**config.mk**
```make
export PLATFORM = sky130hd
export DESIGN_NAME = core_run_ctrl_flat
export DESIGN_NICKNAME = d
export VERILOG_FILES = /design/src/rtl/core_run_ctrl_pkg.sv /design/src/rtl/core_run_ctrl_if.sv /design/src/rtl/core_run_ctrl_trace_fifo.sv /design/src/rtl/core_run_ctrl.sv /design/src/flat_wrapper.sv
export SDC_FILE = /design/constraint.sdc
export NUM_CORES = 1
export LEC_CHECK = 0
export CORE_MARGIN = 1
export CORE_UTILIZATION = 28
export CTS_CLUSTER_DIAMETER = 80
export DETAILED_ROUTE_END_ITERATION = 7
export MAX_ROUTING_LAYER = met4
export PLACE_DENSITY = 0.84
export SLEW_MARGIN = 10
export SYNTH_ARGS = -nofsm -noshare
export SYNTH_HDL_FRONTEND = slang
export SYNTH_SLANG_ARGS = --single-unit
export TNS_END_PERCENT = 50
```
**constraint.sdc**
```tcl
create_clock -name clk -period 3.3 [get_ports clk]
set_clock_uncertainty 0.2 [all_clocks]
set_input_delay 0.66 -clock clk [delete_from_list [all_inputs] [get_ports clk]]
set_output_delay 0.66 -clock clk [all_outputs]
set_load 0.01 [all_outputs]
```
**src/rtl/core_run_ctrl_pkg.sv**
```systemverilog
`default_nettype none
// +--------------------------------------------------------------------+
// | Package : core_run_pkg                                             |
// | Shared types for the core run controller: the FSM state enum, the  |
// | end-of-run cause codes and the default-width trace entry layout.   |
// | Revision: 1.0 - initial release                                    |
// +--------------------------------------------------------------------+
package core_run_pkg;

   typedef enum logic [1:0] {
      IDLE  = 2'd0,
      RESET = 2'd1,
      RUN   = 2'd2,
      DONE  = 2'd3
   } run_state_e;

   localparam logic [1:0] CAUSE_NONE  = 2'd0;
   localparam logic [1:0] CAUSE_LIMIT = 2'd1;
   localparam logic [1:0] CAUSE_HALT  = 2'd2;

   localparam int TRACE_XLEN = 32;

   // One architectural register write as seen at the trace port.
   typedef struct packed {
      logic [4:0]            addr;
      logic [TRACE_XLEN-1:0] data;
   } trace_entry_t;

endpackage
`default_nettype wire

```
**src/rtl/core_run_ctrl_if.sv**
```systemverilog
`default_nettype none
// +--------------------------------------------------------------------+
// | Interface : core_run_ctrl_if                                       |
// | Bundles the core-facing signals (instr, register write-back) and   |
// | the trace drain port (valid/ready/addr/data/overflow).             |
// |   master : bench / core side   slave : core_run_ctrl               |
// | Revision: 1.0 - initial release                                    |
// +--------------------------------------------------------------------+
interface core_run_ctrl_if #(
   parameter int XLEN = 32
);
   logic [31:0]     instr;
   logic            wb_valid;
   logic [4:0]      wb_addr;
   logic [XLEN-1:0] wb_data;
   logic            trace_valid;
   logic            trace_ready;
   logic [4:0]      trace_addr;
   logic [XLEN-1:0] trace_data;
   logic            trace_overflow;

   modport master (
      output instr, wb_valid, wb_addr, wb_data, trace_ready,
      input  trace_valid, trace_addr, trace_data, trace_overflow
   );

   modport slave (
      input  instr, wb_valid, wb_addr, wb_data, trace_ready,
      output trace_valid, trace_addr, trace_data, trace_overflow
   );
endinterface
`default_nettype wire

```
**src/rtl/core_run_ctrl_trace_fifo.sv**
```systemverilog
`default_nettype none
// +--------------------------------------------------------------------+
// | Module : trace_fifo                                                |
// | Synchronous FIFO with flush. A push into a full FIFO is accepted   |
// | only when a pop happens on the same edge; otherwise it is dropped  |
// | and 'overflow' pulses for that cycle.                              |
// | Ports: clk, rst_n (async, active-low), flush, push/push_data,      |
// |        pop/pop_data, valid (non-empty), overflow (drop pulse).     |
// | Revision: 1.0 - initial release                                    |
// +--------------------------------------------------------------------+
module trace_fifo #(
   parameter int WIDTH = 37,
   parameter int DEPTH = 16
) (
   input  wire logic             clk,
   input  wire logic             rst_n,
   input  wire logic             flush,
   input  wire logic             push,
   input  wire logic [WIDTH-1:0] push_data,
   input  wire logic             pop,
   output logic      [WIDTH-1:0] pop_data,
   output logic                  valid,
   output logic                  overflow
);
   localparam int AW = $clog2(DEPTH);

   logic [AW:0]      wr_ptr;
   logic [AW:0]      rd_ptr;
   logic [WIDTH-1:0] mem [DEPTH];
   logic             empty;
   logic             full;
   logic             do_pop;
   logic             do_push;

   // Extra pointer bit distinguishes full from empty when indices match.
   assign empty    = (wr_ptr == rd_ptr);
   assign full     = (wr_ptr[AW] != rd_ptr[AW]) && (wr_ptr[AW-1:0] == rd_ptr[AW-1:0]);
   assign do_pop   = pop && !empty;
   assign do_push  = push && (!full || do_pop);
   assign overflow = push && full && !do_pop;
   assign valid    = !empty;
   // Head is forced to zero when empty so the outputs have a defined value.
   assign pop_data = empty ? '0 : mem[rd_ptr[AW-1:0]];

   always_ff @(posedge clk or negedge rst_n) begin
      if (!rst_n) begin
         wr_ptr <= '0;
         rd_ptr <= '0;
      end else if (flush) begin
         wr_ptr <= '0;
         rd_ptr <= '0;
      end else begin
         if (do_push) wr_ptr <= wr_ptr + (AW+1)'(1);
         if (do_pop)  rd_ptr <= rd_ptr + (AW+1)'(1);
      end
   end

   always_ff @(posedge clk) begin
      if (do_push && !flush) mem[wr_ptr[AW-1:0]] <= push_data;
   end
endmodule
`default_nettype wire

```
**src/rtl/core_run_ctrl.sv**
```systemverilog
`default_nettype none
// +--------------------------------------------------------------------+
// | Module : core_run_ctrl                                             |
// | Sequences the core reset, runs the core for at most MAX_CYCLES     |
// | cycles or until HALT_INSTR is presented, and reports the cause.    |
// | Optional trace FIFO of register writes: CORE_RUN_CTRL_TRACE_EN.    |
// | Ports: clk, rst (async, active-low), start, bus (slave modport:    |
// |        instr, wb_*, trace_*), core_rst_n, running, done,           |
// |        done_cause, cycle_count.                                    |
// | Revision: 1.0 - initial release                                    |
// +--------------------------------------------------------------------+
module core_run_ctrl
   import core_run_pkg::*;
#(
   parameter int          XLEN        = 32,
   parameter int          RST_CYCLES  = 2,
   parameter int          MAX_CYCLES  = 10,
   parameter logic [31:0] HALT_INSTR  = 32'h0000_0073,
   parameter int          TRACE_DEPTH = 16
) (
   input  wire logic                              clk,
   input  wire logic                              rst,
   input  wire logic                              start,
   core_run_ctrl_if.slave                         bus,
   output logic                                   core_rst_n,
   output logic                                   running,
   output logic                                   done,
   output logic [1:0]                             done_cause,
   output logic [$clog2(MAX_CYCLES+1)-1:0]        cycle_count
);
   localparam int CW  = $clog2(MAX_CYCLES+1);
   localparam int RCW = (RST_CYCLES > 1) ? $clog2(RST_CYCLES) : 1;

   run_state_e     state;
   run_state_e     state_nxt;
   logic [RCW-1:0] rst_cnt;
   logic [RCW-1:0] rst_cnt_nxt;
   logic [CW-1:0]  cycle_nxt;
   logic [1:0]     cause_nxt;
   logic           flush;

   always_ff @(posedge clk or negedge rst) begin
      if (!rst) begin
         state       <= IDLE;
         rst_cnt     <= '0;
         cycle_count <= '0;
         done_cause  <= CAUSE_NONE;
         core_rst_n  <= 1'b0;
         running     <= 1'b0;
         done        <= 1'b0;
      end else begin
         state       <= state_nxt;
         rst_cnt     <= rst_cnt_nxt;
         cycle_count <= cycle_nxt;
         done_cause  <= cause_nxt;
         // Status outputs are registered from the next state so they
         // change on the same edge as the state itself.
         core_rst_n  <= (state_nxt == RUN);
         running     <= (state_nxt == RUN);
         done        <= (state_nxt == DONE);
      end
   end

   always_comb begin
      state_nxt   = state;
      rst_cnt_nxt = rst_cnt;
      cycle_nxt   = cycle_count;
      cause_nxt   = done_cause;
      flush       = 1'b0;
      case (state)
         IDLE, DONE: begin
            if (start) begin
               state_nxt   = RESET;
               rst_cnt_nxt = RCW'(RST_CYCLES-1);
               cycle_nxt   = '0;
               cause_nxt   = CAUSE_NONE;
               flush       = 1'b1;
            end
         end
         RESET: begin
            if (rst_cnt == '0) state_nxt = RUN;
            else               rst_cnt_nxt = rst_cnt - RCW'(1);
         end
         RUN: begin
            cycle_nxt = cycle_count + CW'(1);
            // HALT is checked first so it wins over the budget limit.
            if (bus.instr == HALT_INSTR) begin
               state_nxt = DONE;
               cause_nxt = CAUSE_HALT;
            end else if (cycle_count == CW'(MAX_CYCLES-1)) begin
               state_nxt = DONE;
               cause_nxt = CAUSE_LIMIT;
            end
         end
         default: state_nxt = IDLE;
      endcase
   end

`ifdef CORE_RUN_CTRL_TRACE_EN
   typedef struct packed {
      logic [4:0]      addr;
      logic [XLEN-1:0] data;
   } entry_t;

   entry_t push_entry;
   entry_t head_entry;
   logic   push;
   logic   fifo_valid;
   logic   drop;
   logic   overflow_r;

   // x0 writes carry no architectural state and are never traced.
   assign push       = (state == RUN) && bus.wb_valid && (bus.wb_addr != 5'd0);
   assign push_entry = {bus.wb_addr, bus.wb_data};

   trace_fifo #(
      .WIDTH ($bits(entry_t)),
      .DEPTH (TRACE_DEPTH)
   ) u_trace_fifo (
      .clk       (clk),
      .rst_n     (rst),
      .flush     (flush),
      .push      (push),
      .push_data (push_entry),
      .pop       (bus.trace_ready),
      .pop_data  (head_entry),
      .valid     (fifo_valid),
      .overflow  (drop)
   );

   always_ff @(posedge clk or negedge rst) begin
      if (!rst)       overflow_r <= 1'b0;
      else if (flush) overflow_r <= 1'b0;
      else if (drop)  overflow_r <= 1'b1;
   end

   assign bus.trace_valid    = fifo_valid;
   assign bus.trace_addr     = head_entry.addr;
   assign bus.trace_data     = head_entry.data;
   assign bus.trace_overflow = overflow_r;
`else
   logic unused_trace;
   assign unused_trace = ^{bus.wb_valid, bus.wb_addr, bus.wb_data, bus.trace_ready, flush};

   assign bus.trace_valid    = 1'b0;
   assign bus.trace_addr     = '0;
   assign bus.trace_data     = '0;
   assign bus.trace_overflow = 1'b0;
`endif

endmodule
`default_nettype wire

```
**src/flat_wrapper.sv**
```systemverilog
// flat-port wrapper written by rule: the top's interface ports become plain ports
module core_run_ctrl_flat import core_run_pkg::*;
#(
   parameter int          XLEN        = 32,
   parameter int          RST_CYCLES  = 2,
   parameter int          MAX_CYCLES  = 10,
   parameter logic [31:0] HALT_INSTR  = 32'h0000_0073,
   parameter int          TRACE_DEPTH = 16
)
  (clk, rst, start, core_rst_n, running, done, done_cause, cycle_count, bus_instr, bus_wb_valid, bus_wb_addr, bus_wb_data, bus_trace_ready, bus_trace_valid, bus_trace_addr, bus_trace_data, bus_trace_overflow);
  core_run_ctrl_if #(.XLEN(XLEN)) bus_i ();
  input  wire logic clk;
  input  wire logic rst;
  input  wire logic start;
  output logic core_rst_n;
  output logic running;
  output logic done;
  output logic [1:0] done_cause;
  output logic [$clog2(MAX_CYCLES+1)-1:0] cycle_count;
  input wire logic [$bits(bus_i.instr)-1:0] bus_instr;
  input wire logic [$bits(bus_i.wb_valid)-1:0] bus_wb_valid;
  input wire logic [$bits(bus_i.wb_addr)-1:0] bus_wb_addr;
  input wire logic [$bits(bus_i.wb_data)-1:0] bus_wb_data;
  input wire logic [$bits(bus_i.trace_ready)-1:0] bus_trace_ready;
  output wire logic [$bits(bus_i.trace_valid)-1:0] bus_trace_valid;
  output wire logic [$bits(bus_i.trace_addr)-1:0] bus_trace_addr;
  output wire logic [$bits(bus_i.trace_data)-1:0] bus_trace_data;
  output wire logic [$bits(bus_i.trace_overflow)-1:0] bus_trace_overflow;
  assign bus_i.instr = bus_instr;
  assign bus_i.wb_valid = bus_wb_valid;
  assign bus_i.wb_addr = bus_wb_addr;
  assign bus_i.wb_data = bus_wb_data;
  assign bus_i.trace_ready = bus_trace_ready;
  assign bus_trace_valid = bus_i.trace_valid;
  assign bus_trace_addr = bus_i.trace_addr;
  assign bus_trace_data = bus_i.trace_data;
  assign bus_trace_overflow = bus_i.trace_overflow;
  core_run_ctrl #(.XLEN(XLEN), .RST_CYCLES(RST_CYCLES), .MAX_CYCLES(MAX_CYCLES), .HALT_INSTR(HALT_INSTR), .TRACE_DEPTH(TRACE_DEPTH)) u_core (.clk(clk), .rst(rst), .start(start), .bus(bus_i), .core_rst_n(core_rst_n), .running(running), .done(done), .done_cause(done_cause), .cycle_count(cycle_count));
endmodule
```
==> results.md <==
* Outcome: finished, final reports clean
* # nets final at around 240
* Slew Viols, Final at 0
* Worst Path Required at 2440 ps
* Area grow syn2layout at 35.7%
* Final GP Congestion at ~0.83
* CTS H-tree depth at 1
* Unrepaired setup endpoints after global routing: false
* Top post-synthesis cells by area: buf_4 (30%), dfrtp_1 (28%), ha_1 (5.1%), nor4_2 (5.1%), o21ai_0 (5.1%)
* Async set-reset flop share out of synthesis at 1.00
* WP buf/inv at 1
* Final antenna-violating net count at 0
* Crit Path Category: reg -> out
* Worst skew pair latency at 260 ps
* CTS buffer count at 3
* Worst setup startpoint: u_core.cycle_count[0]
* Util after Layout at 0.398
* Mapped Cells at 113
* Drt via density at 4.06
* Final instance area at approximately 1300 um2
* Placed Area at 1310 um2
* Top cell type's share of synthesized area at 0.305
* Highest ir drop seen on vdd at 0.152 mV
* Largest delay share family, worst path: buffers and inverters
* Max stage delay on crit path at 570 ps
* Initial Util at 0.293
* Setup bufs post-CTS at 0
* Worst path slowest cell: clkdlybuf4s50_1
* Synth warnings at 0
* Fmax at 0.469 GHz
* Share of cells above drive strength 1 at 0.0510
* Clk pin slew, worst setup/hold paths at 70 ps
* Syn avg cell area at around 8.7 um2
* Wire length per cell at 9.17 um
* Port bufs at 43
* Final TNS setup at 0 ps
* WL final at 1860 um
* FF-to-FF Start: u_core.state[0]
* Vias in the first global route at 724
* Final min period at 2130 ps
* First-pass GRT wire length at 2910 um
* CP max FO at 6
* Clock sinks at 11
* Root buf cell: clkbuf_4
* DRT iter0 DRCs at 41
* Hold path startpoint: u_core.rst_cnt
* Core area at 3360 um2
* Synth Flop Type: dfrtp_1
* # Max-Cap Violations at 0
* DP HPWL at about 1600 um
* I/O Pins at 122
* CTS max path bufs at 2
* Count of cells resized by post-cts repair at 0
* Die X at 61.3 um
* Site row count at 21
* Total GRT Usage at 0.107
* TritonCTS clock tree: done
* CP arrival at 1270 ps
* Detailed Routing Iterations Pass 1 at 4
* Static Leak at 0.589 nW
* EDFF count, synth at 0
* Flops & latches, synth at 11
* DRC viols at 0
* Initial antenna violation count at 0
* Hold Fails Final Rpt at 0
* Crit end category: primary output
* Pwr/cell area at 508 nW/um2
* GRT Residual Overflow at 0
* Critical Path, Cell by Cell: clkdlybuf4s50_1
* Die Y at ~61 um
* Die area at ~3800 um2
* Layout fillers at 354
* Startpoint types: register
* Multi-input gate area at around 530 um2
* # setup viols final at 0
* Seq/Total Area, Yosys at 0.279
* Crit share post-route at 0.646
* Largest net degree at the start of global routing at 12
* Worst hold path class: reg -> reg
* Ant. Diodes at 0
* Area taken by flip-flops and latches at 275 um2
* Yosys top cell by area: buf_4
* Mapped Area at 986 um2
* Post-synthesis cell type count at 29
* Hold buffers post-CTS at 0
* Vias at 824
[cell families (layout without fill, tap and decap cells)]
kind of cell,count (synthesis),in the layout,share of synthesized area
simple gates,30,30,0.192
fa+ha+maj,4,4,0.0508
buf+inv,45,51,0.325
flops,11,11,0.279
compound gates,21,21,0.140
other cells,1,39,0.00380
mux,1,1,0.0102
[power by group]
group          total [W]  internal [W]  switching, W  leakage [nW]
clock          0.0000924     0.0000467     0.0000457        0.0150
combinational   0.000373      0.000170      0.000204         0.428
sequential      0.000214      0.000175     0.0000383         0.145
total           0.000679      0.000392      0.000288         0.589
[cell type report]
class                      count  area share
clock buffer                   4      0.0196
timing repair buffer          43       0.322
multi-input combinational     95       0.399
tap                           46      0.0430
inverter                       4      0.0112
sequential                    11       0.206
[registers in the layout, indices dropped and copies added, names as in the netlist]
signal,count
u_core.state,2
u_core.core_rst_n,1
u_core.done_cause,2
u_core.done,1
u_core.rst_cnt,1
u_core.cycle_count,4
[metrics by stage]
| step | power (W) | hold slack [ps] | setup slack (ps) | instances |
|---|---|---|---|---|
| after floorplan | 0.000486 | 164 | 1470 | 151 |
| final | 0.000679 | 344 | 1170 | 203 |
| after detailed placement | 0.000585 | 327 | 864 | 199 |
| after global routing | 0.000748 | 404 | 1040 | 203 |
| after global placement | 0.000572 | 302 | 872 | 199 |
| after CTS | 0.000680 | 347 | 1160 | 203 |
[synth_stat cells (2+ instances only)]
cell type / count
a21oi_1: 2
nand2_1: 8
nor2_1: 2
nor4_1: 2
buf_4: 40
nand3_1: 3
ha_1: 4
o211ai_1: 2
a22o_1: 2
inv_1: 4
nor3_1: 3
nand4_1: 2
dfrtp_1: 11
nor4_2: 4
o21ai_0: 10
[cells in the final DEF, fill, tap and decap left out, types with 2 or more instances in the layout]
cell type and instances:
nand2_1 8, clkdlybuf4s50_1 43, nand3_1 3, a21oi_1 2, clkbuf_4 3, ha_1 4
nor4_2 4, nor2_1 2, nor4_1 2, conb_1 39, inv_1 4, a22o_1 2
dfrtp_1 11, o211ai_1 2, nand4_1 2, nor3_1 3, o21ai_0 10
[final timing paths]
kind / to / slack, ps / cells after the start
max in group asynchronous: u_core.rst_cnt / 2050 / 1
hold reg to reg: u_core.rst_cnt / 340 / 2
setup reg to reg: u_core.cycle_count[3] / 1350 / 6
min in group asynchronous: u_core.done / 520 / 1
hold / removal: u_core.rst_cnt / 340 / 2
setup / recovery: cycle_count[0] / 1170 / 1
[per-layer routing]
metal  part of all wire  wire, um  GRT usage
met5                  0         0          -
met2               0.52       965      0.200
met1               0.39       726      0.117
met4             0.0048         9     0.0381
met3              0.086       161     0.0126
Note: power is estimated with default switching activity, not from simulation.
